### src/rtl/upd_arb_pkg.sv
`default_nettype none
// ============================================================================
// Module : upd_arb_pkg
// Brief  : Shared constants and FSM state encoding for the RMW update arbiter.
// Rev    : 1.0 - initial release
// ============================================================================
package upd_arb_pkg;

  localparam int ELEM_W = 48;
  localparam int WORD_W = 256;
  localparam int ADDR_W = 11;
  localparam int LANES  = 4;
  localparam int LANE_W = 2;

  typedef enum logic [2:0] {
    ST_IDLE  = 3'd0,
    ST_ARB   = 3'd1,
    ST_CAPT  = 3'd2,
    ST_WRITE = 3'd3,
    ST_ERR   = 3'd4
  } state_e;

endpackage
`default_nettype wire

### src/rtl/lane_merge.sv
`default_nettype none
// ============================================================================
// Module : lane_merge
// Brief  : Replaces one 48-bit element lane of a 256-bit word; upper bits pass.
// Rev    : 1.0 - initial release
// ============================================================================
module lane_merge
  import upd_arb_pkg::*;
(
  input  logic [WORD_W-1:0] word_i,
  input  logic [LANE_W-1:0] lane_i,
  input  logic [ELEM_W-1:0] elem_i,
  output logic [WORD_W-1:0] merged_o
);

  for (genvar k = 0; k < LANES; k++) begin : g_lane
    assign merged_o[k*ELEM_W +: ELEM_W] =
      (lane_i == LANE_W'(k)) ? elem_i : word_i[k*ELEM_W +: ELEM_W];
  end

  assign merged_o[WORD_W-1:LANES*ELEM_W] = word_i[WORD_W-1:LANES*ELEM_W];

endmodule
`default_nettype wire

### src/rtl/upd_rmw_arbiter.sv
`default_nettype none
// ============================================================================
// Module : upd_rmw_arbiter
// Brief  : Read-modify-write element updater sharing one read port with a
//          compute engine, with starvation-bounded arbitration.
// Rev    : 1.0 - initial release
// ============================================================================
module upd_rmw_arbiter
  import upd_arb_pkg::*;
#(
  parameter int ROW_WORDS    = 16,
  parameter int STARVE_LIMIT = 8
) (
  input  logic                clock,
  input  logic                reset,
  input  logic                upd_valid,
  output logic                upd_ready,
  input  logic [15:0]         X,
  input  logic [15:0]         Y,
  input  logic [ELEM_W-1:0]   NewElement,
  input  logic                comp_rd_req,
  input  logic [ADDR_W-1:0]   comp_rd_addr,
  output logic                comp_rd_gnt,
  output logic [ADDR_W-1:0]   ReadAddress1,
  input  logic [WORD_W-1:0]   ReadBus1,
  output logic                WE,
  output logic [ADDR_W-1:0]   WriteReq,
  output logic [WORD_W-1:0]   WriteBus,
  output logic                upd_done,
  output logic                upd_err
);

  localparam int          MAX_ROWS    = (2 ** ADDR_W) / ROW_WORDS;
  localparam int          MAX_COLS    = LANES * ROW_WORDS;
  localparam int          CNT_W       = $clog2(STARVE_LIMIT + 1);
  localparam logic [31:0] ROW_WORDS_U = 32'(ROW_WORDS);

  state_e              state_q;
  logic [CNT_W-1:0]    deny_q;
  logic [ADDR_W-1:0]   addr_q;
  logic [LANE_W-1:0]   lane_q;
  logic [ELEM_W-1:0]   elem_q;
  logic [WORD_W-1:0]   word_q;

  logic [ADDR_W-1:0]   addr_d;
  logic [WORD_W-1:0]   merged_d;
  logic                req_bad;
  logic                upd_win;
  logic                hazard;

  assign addr_d  = ADDR_W'(32'(X) * ROW_WORDS_U + 32'(Y[15:2]));
  assign req_bad = (32'(X) >= 32'(MAX_ROWS)) || (32'(Y) >= 32'(MAX_COLS));

  // Compute has priority until the updater has been denied STARVE_LIMIT times.
  assign upd_win = !reset && (state_q == ST_ARB) &&
                   (!comp_rd_req || (deny_q == CNT_W'(STARVE_LIMIT)));
  assign hazard  = ((state_q == ST_CAPT) || (state_q == ST_WRITE)) &&
                   (comp_rd_addr == addr_q);

  assign comp_rd_gnt  = !reset && comp_rd_req && !upd_win && !hazard;
  assign ReadAddress1 = comp_rd_gnt ? comp_rd_addr :
                        upd_win     ? addr_q       : '0;

  assign upd_ready = !reset && (state_q == ST_IDLE);
  assign upd_err   = !reset && (state_q == ST_ERR);
  assign WE        = !reset && (state_q == ST_WRITE);
  assign upd_done  = WE;
  assign WriteReq  = WE ? addr_q : '0;
  assign WriteBus  = WE ? word_q : '0;

  lane_merge u_lane_merge (
    .word_i   (ReadBus1),
    .lane_i   (lane_q),
    .elem_i   (elem_q),
    .merged_o (merged_d)
  );

  always_ff @(posedge clock) begin
    if (reset) begin
      state_q <= ST_IDLE;
      deny_q  <= '0;
      addr_q  <= '0;
      lane_q  <= '0;
      elem_q  <= '0;
      word_q  <= '0;
    end else begin
      case (state_q)
        ST_IDLE: begin
          if (upd_valid) begin
            addr_q  <= addr_d;
            lane_q  <= Y[LANE_W-1:0];
            elem_q  <= NewElement;
            deny_q  <= '0;
            state_q <= req_bad ? ST_ERR : ST_ARB;
          end
        end
        ST_ARB: begin
          if (upd_win) begin
            deny_q  <= '0;
            state_q <= ST_CAPT;
          end else if (deny_q != CNT_W'(STARVE_LIMIT)) begin
            deny_q  <= deny_q + CNT_W'(1);
          end
        end
        // Read data for addr_q arrives this cycle, one cycle after the address.
        ST_CAPT: begin
          word_q  <= merged_d;
          state_q <= ST_WRITE;
        end
        ST_WRITE: state_q <= ST_IDLE;
        ST_ERR:   state_q <= ST_IDLE;
        default:  state_q <= ST_IDLE;
      endcase
    end
  end

endmodule
`default_nettype wire

### config.mk
export PLATFORM = sky130hd
export DESIGN_NAME = upd_rmw_arbiter
export DESIGN_NICKNAME = d
export VERILOG_FILES = /design/src/rtl/upd_arb_pkg.sv /design/src/rtl/lane_merge.sv /design/src/rtl/upd_rmw_arbiter.sv
export SDC_FILE = /design/constraint.sdc
export NUM_CORES = 1
export LEC_CHECK = 0
export BUFFER_PORTS_ARGS = -buffer_cell sky130_fd_sc_hd__buf_2
export CORE_AREA = 4 4 248 250
export DETAILED_ROUTE_END_ITERATION = 10
export DIE_AREA = 0 0 252 254
export PLACE_DENSITY = 0.6
export SETUP_SLACK_MARGIN = 0.2
export SLEW_MARGIN = 20
export SYNTH_ARGS = -nofsm -noshare
export SYNTH_HDL_FRONTEND = slang
export SYNTH_SLANG_ARGS = --single-unit
### constraint.sdc
create_clock -name clock -period 4.85 [get_ports clock]
set_clock_uncertainty 0.1 [all_clocks]
set_input_delay 0.7275 -clock clock [delete_from_list [all_inputs] [get_ports clock]]
set_output_delay 0.7275 -clock clock [all_outputs]
set_load 0.01 [all_outputs]
[After elaboration in Yosys (flattened, before gate mapping)]
Index checks and enable logic that the tools add are counted.
Storage, ports and cells
  bits in registers: 324
  bits in latches: 0
  bits in writable memories: 0
  memory bits (read-only): 0
  input port bits: 351
  output and inout port bits: 283
  word-level logic and storage cells: 61
  memories kept: 0
Cells by class
  add/subtract/negate cells: 2
  multiply operators: 0
  div/mod/pow operators: 0
  $lt $le $gt $ge: 2
  equal/unequal tests: 13
  shifts and indexed selects: 0
  muxes and demuxes: 16
  bitwise logic cells: 0
  reductions and logical operators: 22
Operator list (number)
  2-to-1 mux 256 bit: 1
  2-to-1 mux 48 bit: 4
  2-to-1 mux 11 bit: 3
  greater-or-equal comparator 16 x 7 -> 1 bit, second input constant: 1
  greater-or-equal comparator 16 x 8 -> 1 bit, second input constant: 1
  2-to-1 mux 4 bit: 3
  adder 11 bit: 1
  equality test 11 bit: 1
  logical AND 1 bit: 9
  2-to-1 mux 3 bit: 3
  case mux 3 bit (3 select lines): 1
  case mux 4 bit (2 select lines): 1
  equality test 3 x 2 -> 1 bit, second input constant: 2
  adder 4 x 1 -> 4 bit, second input constant: 1
  equality test 2 bit, second input constant: 2
  equality test 4 bit, second input constant: 1
  logical NOT 1 bit: 4
  inequality test 2 bit, second input constant: 2
  inequality test 4 bit, second input constant: 1
  AND reduction 2 bit: 2
  equality test 3 x 1 -> 1 bit, second input constant: 1
  equality test 3 bit, second input constant: 1
  logical NOT 3 bit: 1
  logical OR 1 bit: 3
  5 further kinds: 5

[Logic depth before layout (Yosys ltp)]
  depth in word-level cells: 7
  gate-level depth with buffers: 8

[By module]
A second synthesis with hierarchy kept.
Second synthesis, totals
  cell total of the unflattened synthesis: 2076
  area total of the unflattened synthesis: 16378.2 um2
By module, submodules not included
  upd_rmw_arbiter: instances 1, cells each 1796, area each 13573.0 um2, sequential area each 6486.2 um2
  lane_merge: instances 1, cells each 280, area each 2805.2 um2, sequential area each 0.0 um2

[Worst setup path after synthesis]
No wires, ideal clock.
  kind: input to output
  from: input comp_rd_addr[7]
  to: output ReadAddress1[1]
  arrival time: 1753 ps
  slack: 2270 ps
  stages: 5
  path buffers: 1
  cells stage by stage: xor2_1 > nor4_1 > nand3_1 > clkbuf_1 > a32o_1
Between the ends
  word-level cells in the longest chain between the ends: 5
Ends and longest elaborated chain
  from (decl): RTL line upd_rmw_arbiter.sv:22  | input logic [ADDR_W-1:0] comp_rd_addr,
  equality test 11 bit: RTL line upd_rmw_arbiter.sv:58  | (comp_rd_addr == addr_q);
  logical AND 1 bit: RTL line upd_rmw_arbiter.sv:57  | assign hazard = ((state_q == ST_CAPT) || (state_q == ST_WRITE)) &&
  logical NOT 1 bit: RTL line upd_rmw_arbiter.sv:60  | assign comp_rd_gnt = !reset && comp_rd_req && !upd_win && !hazard;
  logical AND 1 bit: RTL line upd_rmw_arbiter.sv:60
  2-to-1 mux 11 bit: RTL line upd_rmw_arbiter.sv:61  | assign ReadAddress1 = comp_rd_gnt ? comp_rd_addr :
  to (decl): RTL line upd_rmw_arbiter.sv:24  | output logic [ADDR_W-1:0] ReadAddress1,
No other way between the ends.

[Worst setup path in the final report]
  from: register state_q[1]
  to: output ReadAddress1[6]
Between the ends
  word-level cells in the longest chain between the ends: 7
Ends and longest elaborated chain
  from (decl): RTL line upd_rmw_arbiter.sv:38  | state_e state_q;
  from (signal assigned): RTL line upd_rmw_arbiter.sv:94  | state_q <= req_bad ? ST_ERR : ST_ARB;
  equality test 3 x 1 -> 1 bit: RTL line upd_rmw_arbiter.sv:55  | assign upd_win = !reset && (state_q == ST_ARB) &&
  logical AND 1 bit (2 in series): RTL line upd_rmw_arbiter.sv:55
  logical NOT 1 bit: RTL line upd_rmw_arbiter.sv:60
  logical AND 1 bit (2 in series): RTL line upd_rmw_arbiter.sv:60
  2-to-1 mux 11 bit (*): RTL line upd_rmw_arbiter.sv:61
Every way passes the cells marked *; elsewhere a longest branch is shown, timed or not.

==> flow_metrics.env <==
export IMPL_ys_warn_count=0
export IMPL_rsz0062_at_grt="no"
export IMPL_antenna_left=0
export IMPL_r2r_end="word_q[16]"
export IMPL_syn_cell_area_sq_um=15500
export IMPL_status="complete, no violations"
export IMPL_clk_latency_ns=0.53
export IMPL_place_congestion=0.813
export IMPL_r2r_cells=4
export IMPL_cellPowerDensity_nw_per_um2=288
export IMPL_synth_adder_area_share_pct=0.775
export IMPL_routed_via_count=15500
export IMPL_ys_types=45
export IMPL_yosys_mux_area_fraction_pct=6.20
export IMPL_cts_buffer_depth=3
export IMPL_fin_crit_ns=3.54
export IMPL_die_h_um=254
export IMPL_grt_pass1_wl_um=87300
export IMPL_synthCells=1935
export IMPL_antenna_found_initial=13
export IMPL_fp_dieW_um=252
export IMPL_layout_common_cells="buf_2 (632), nand2_1 (341), dfxtp_1 (322)"
export IMPL_worstHoldEndpoint="elem_q[11]"
export IMPL_r2r_start="state_q[1]"
export IMPL_final_common_cell="buf_2"
export IMPL_numCtsBuffers=37
export IMPL_yosys_area_share_simple_pct=27.5
export IMPL_power_switching_uw=1460
export IMPL_drt_total_wl_um=58400
export IMPL_ys_ff_latch=324
export IMPL_synthToLayoutAreaGrowth_pct=30.5
export IMPL_hold_path_class="in -> reg"
export IMPL_grt_max_degree=138
export IMPL_coreArea_sq_um=59000
export IMPL_cts_sinks=324
export IMPL_cts_root_buffer="clkbuf_16"
export IMPL_num_rows=89
export IMPL_internal_power_uw=4360
export IMPL_design_area_sq_um=20200
export IMPL_syn_num_nets=2295
export IMPL_crit_required_ns=4.02
export IMPL_worstPathMaxFanout=15
export IMPL_drc_errors=0
export IMPL_die_area_sq_um=64000
export IMPL_cts_setup_buffers=0
export IMPL_power_frac_comb_pct=8.5
export IMPL_syn_area_per_cell_sq_um=8.01
export IMPL_synth_top_family_by_area="simple AND/OR/NAND/NOR gates"
export IMPL_irDropWorstVdd_mv=0.235
export IMPL_drt_iter0_markers=862
export IMPL_p_seq_share_pct=47.5
export IMPL_synth_edf_count=0
export IMPL_r2r_slack_ns=2.09
export IMPL_seq_area_frac_synth_pct=41.8
export IMPL_criticalPathCategory="reg -> out"
export IMPL_ys_flop_type="dfxtp_1"
export IMPL_final_nets=2809
export IMPL_timing_final_setup_violations=0
export IMPL_max_freq_mhz=282
export IMPL_ys_async_sr_fraction_pct=0
export IMPL_finalSetupTns_ns=0
export IMPL_startpoint_type="flop"
export IMPL_power_leakage_uw=0.00907
export IMPL_min_path_cells=3
export IMPL_overflow=0
export IMPL_start_util_pct=26.3
export IMPL_drive_above_1_share_pct=29.3
export IMPL_dr_pass1_iters=5
export IMPL_finalCritPeriodShare_pct=73.1
export IMPL_wl_per_cell_um=17.9
export IMPL_synth_compound_area_share_pct=17.3
export IMPL_path_clk_slew_ns=0.06
export IMPL_dp_hpwl_um=41800
export IMPL_grt_util_all_layers_pct=17.1
export IMPL_holdBufCountCts=0
export IMPL_placed_cell_area_sq_um=19100
export IMPL_max_slew_worst_pin_slew_ns=1.01
export IMPL_h_tree_depth=2
export IMPL_cts_repair_resized=0
export IMPL_hold_viol_final=0
export IMPL_maxSlewHeadroom_pct=32.7
export IMPL_routed_via_density=4.77
export IMPL_max_cap_viol_count=0
export IMPL_crit_path_end_kind="output pin"
export IMPL_swShare_pct=25.1
export IMPL_yosys_area_share_xor_xnor_pct=0.904
export IMPL_arrival_ns=2.72
export IMPL_cts_tree="built"
export IMPL_hp_start="NewElement[11]"
export IMPL_ios=634
export IMPL_pwr_share_clk_pct=44.1
export IMPL_slew_viol_final=0
export IMPL_port_buffers=633
export IMPL_grt_pass1_vias=14900
Yosys cell counts, types with 2 or more instances:
master	number	area share [%]
nand2_1	343	8.3
dfxtp_1	324	42
and2_1	272	11
nor2_1	198	4.8
a21oi_1	124	4.0
clkbuf_1	120	2.9
a211oi_1	97	4.7
a311oi_1	97	5.5
mux2i_1	96	6.2
nand3_1	58	1.9
o21ai_0	49	1.6
buf_2	46	1.5
buf_4	17	0.82
xor2_1	12	0.68
a32o_1	11	0.71
nor4_1	10	0.40
ha_1	8	0.65
inv_1	7	0.17
nor2b_1	4	0.16
nor3_1	4	0.13
xnor2_1	4	0.23
nand2b_1	3	0.12
or4_1	3	0.15
a31oi_1	2	0.081
nand3b_1	2	0.097
nand4_1	2	0.081
o211ai_1	2	0.097
o21a_1	2	0.097
o311ai_0	2	0.11
registers in the layout, indices dropped and copies added (netlist names):
register / flops
addr_q: 11
deny_q: 4
elem_q: 48
lane_q: 2
state_q: 3
word_q: 256
worst max-delay path, stage by stage, from the launching register on:
cell,delay [ns]
dfxtp_1,0.76
nand2b_1,0.17
nor4_1,0.29
nand3_1,0.40
a32o_1,0.42
buf_2,0.15
kinds of logic after synthesis:
| kind of cell | Yosys count |
|---|---|
| simple gates | 904 |
| compound gates | 394 |
| buf+inv | 192 |
| mux | 96 |
| fa+ha+maj | 9 |
| xor+xnor | 16 |
| flops | 324 |
metrics by stage:
step | setup slack, ns | cells | power (uW) | hold WS, ns | utilization, %
final | 1.31 | 3254 | 5820 | 0.327 | 34.3
after CTS | 1.15 | 3242 | 5910 | 0.283 | 34.2
after global routing | 1.09 | 3250 | 6050 | 0.305 | 34.3
after floorplan | 2.27 | 1935 | 3050 | 0.332 | -
after detailed placement | 1.63 | 3183 | 3320 | 0.342 | 32.4
after global placement | 1.63 | 3183 | 3320 | 0.338 | 32.4
worst max-delay path by stage:
stage                           end  slack, ns            start
finish              ReadAddress1[6]       1.31       state_q[1]
global route        ReadAddress1[6]       1.09       state_q[1]
CTS                 ReadAddress1[6]       1.15        deny_q[0]
detailed placement  ReadAddress1[6]       1.63            reset
global placement         word_q[43]       1.63            reset
floorplan           ReadAddress1[1]       2.27  comp_rd_addr[7]
final cells by class:
type	instances	area [sq um]
antenna	12	30.0
clock buffer	50	1010
clock inverter	9	45.0
fill	6395	38800
inverter	7	26.3
multi-input combinational	1419	8230
sequential	324	6490
tap	773	967
timing repair buffer	660	3430
power by group through the flow:
stage          Clock (uW)  Combinational, uW  Sequential, uW
2_1_floorplan           0                272            2780
3_3_place_gp            0                492            2830
3_5_place_dp            0                494            2830
4_1_cts              2640                497            2770
5_1_grt              2730                546            2770
6_report             2570                492            2770
layer usage:
| metal | wire length [um] | global-route usage [%] | share of wire (%) | vias up |
|---|---|---|---|---|
| met2 | 26700 | 27.1 | 46 | 597 |
| met4 | 1640 | 6.29 | 2.8 | 6 |
| li1 | - | - | - | 7670 |
| met3 | 4890 | 4.61 | 8.4 | 85 |
| met1 | 25100 | 22.3 | 43 | 7149 |
| met5 | 41 | 0 | 0.070 | - |
(Power assumes the default switching activity.)
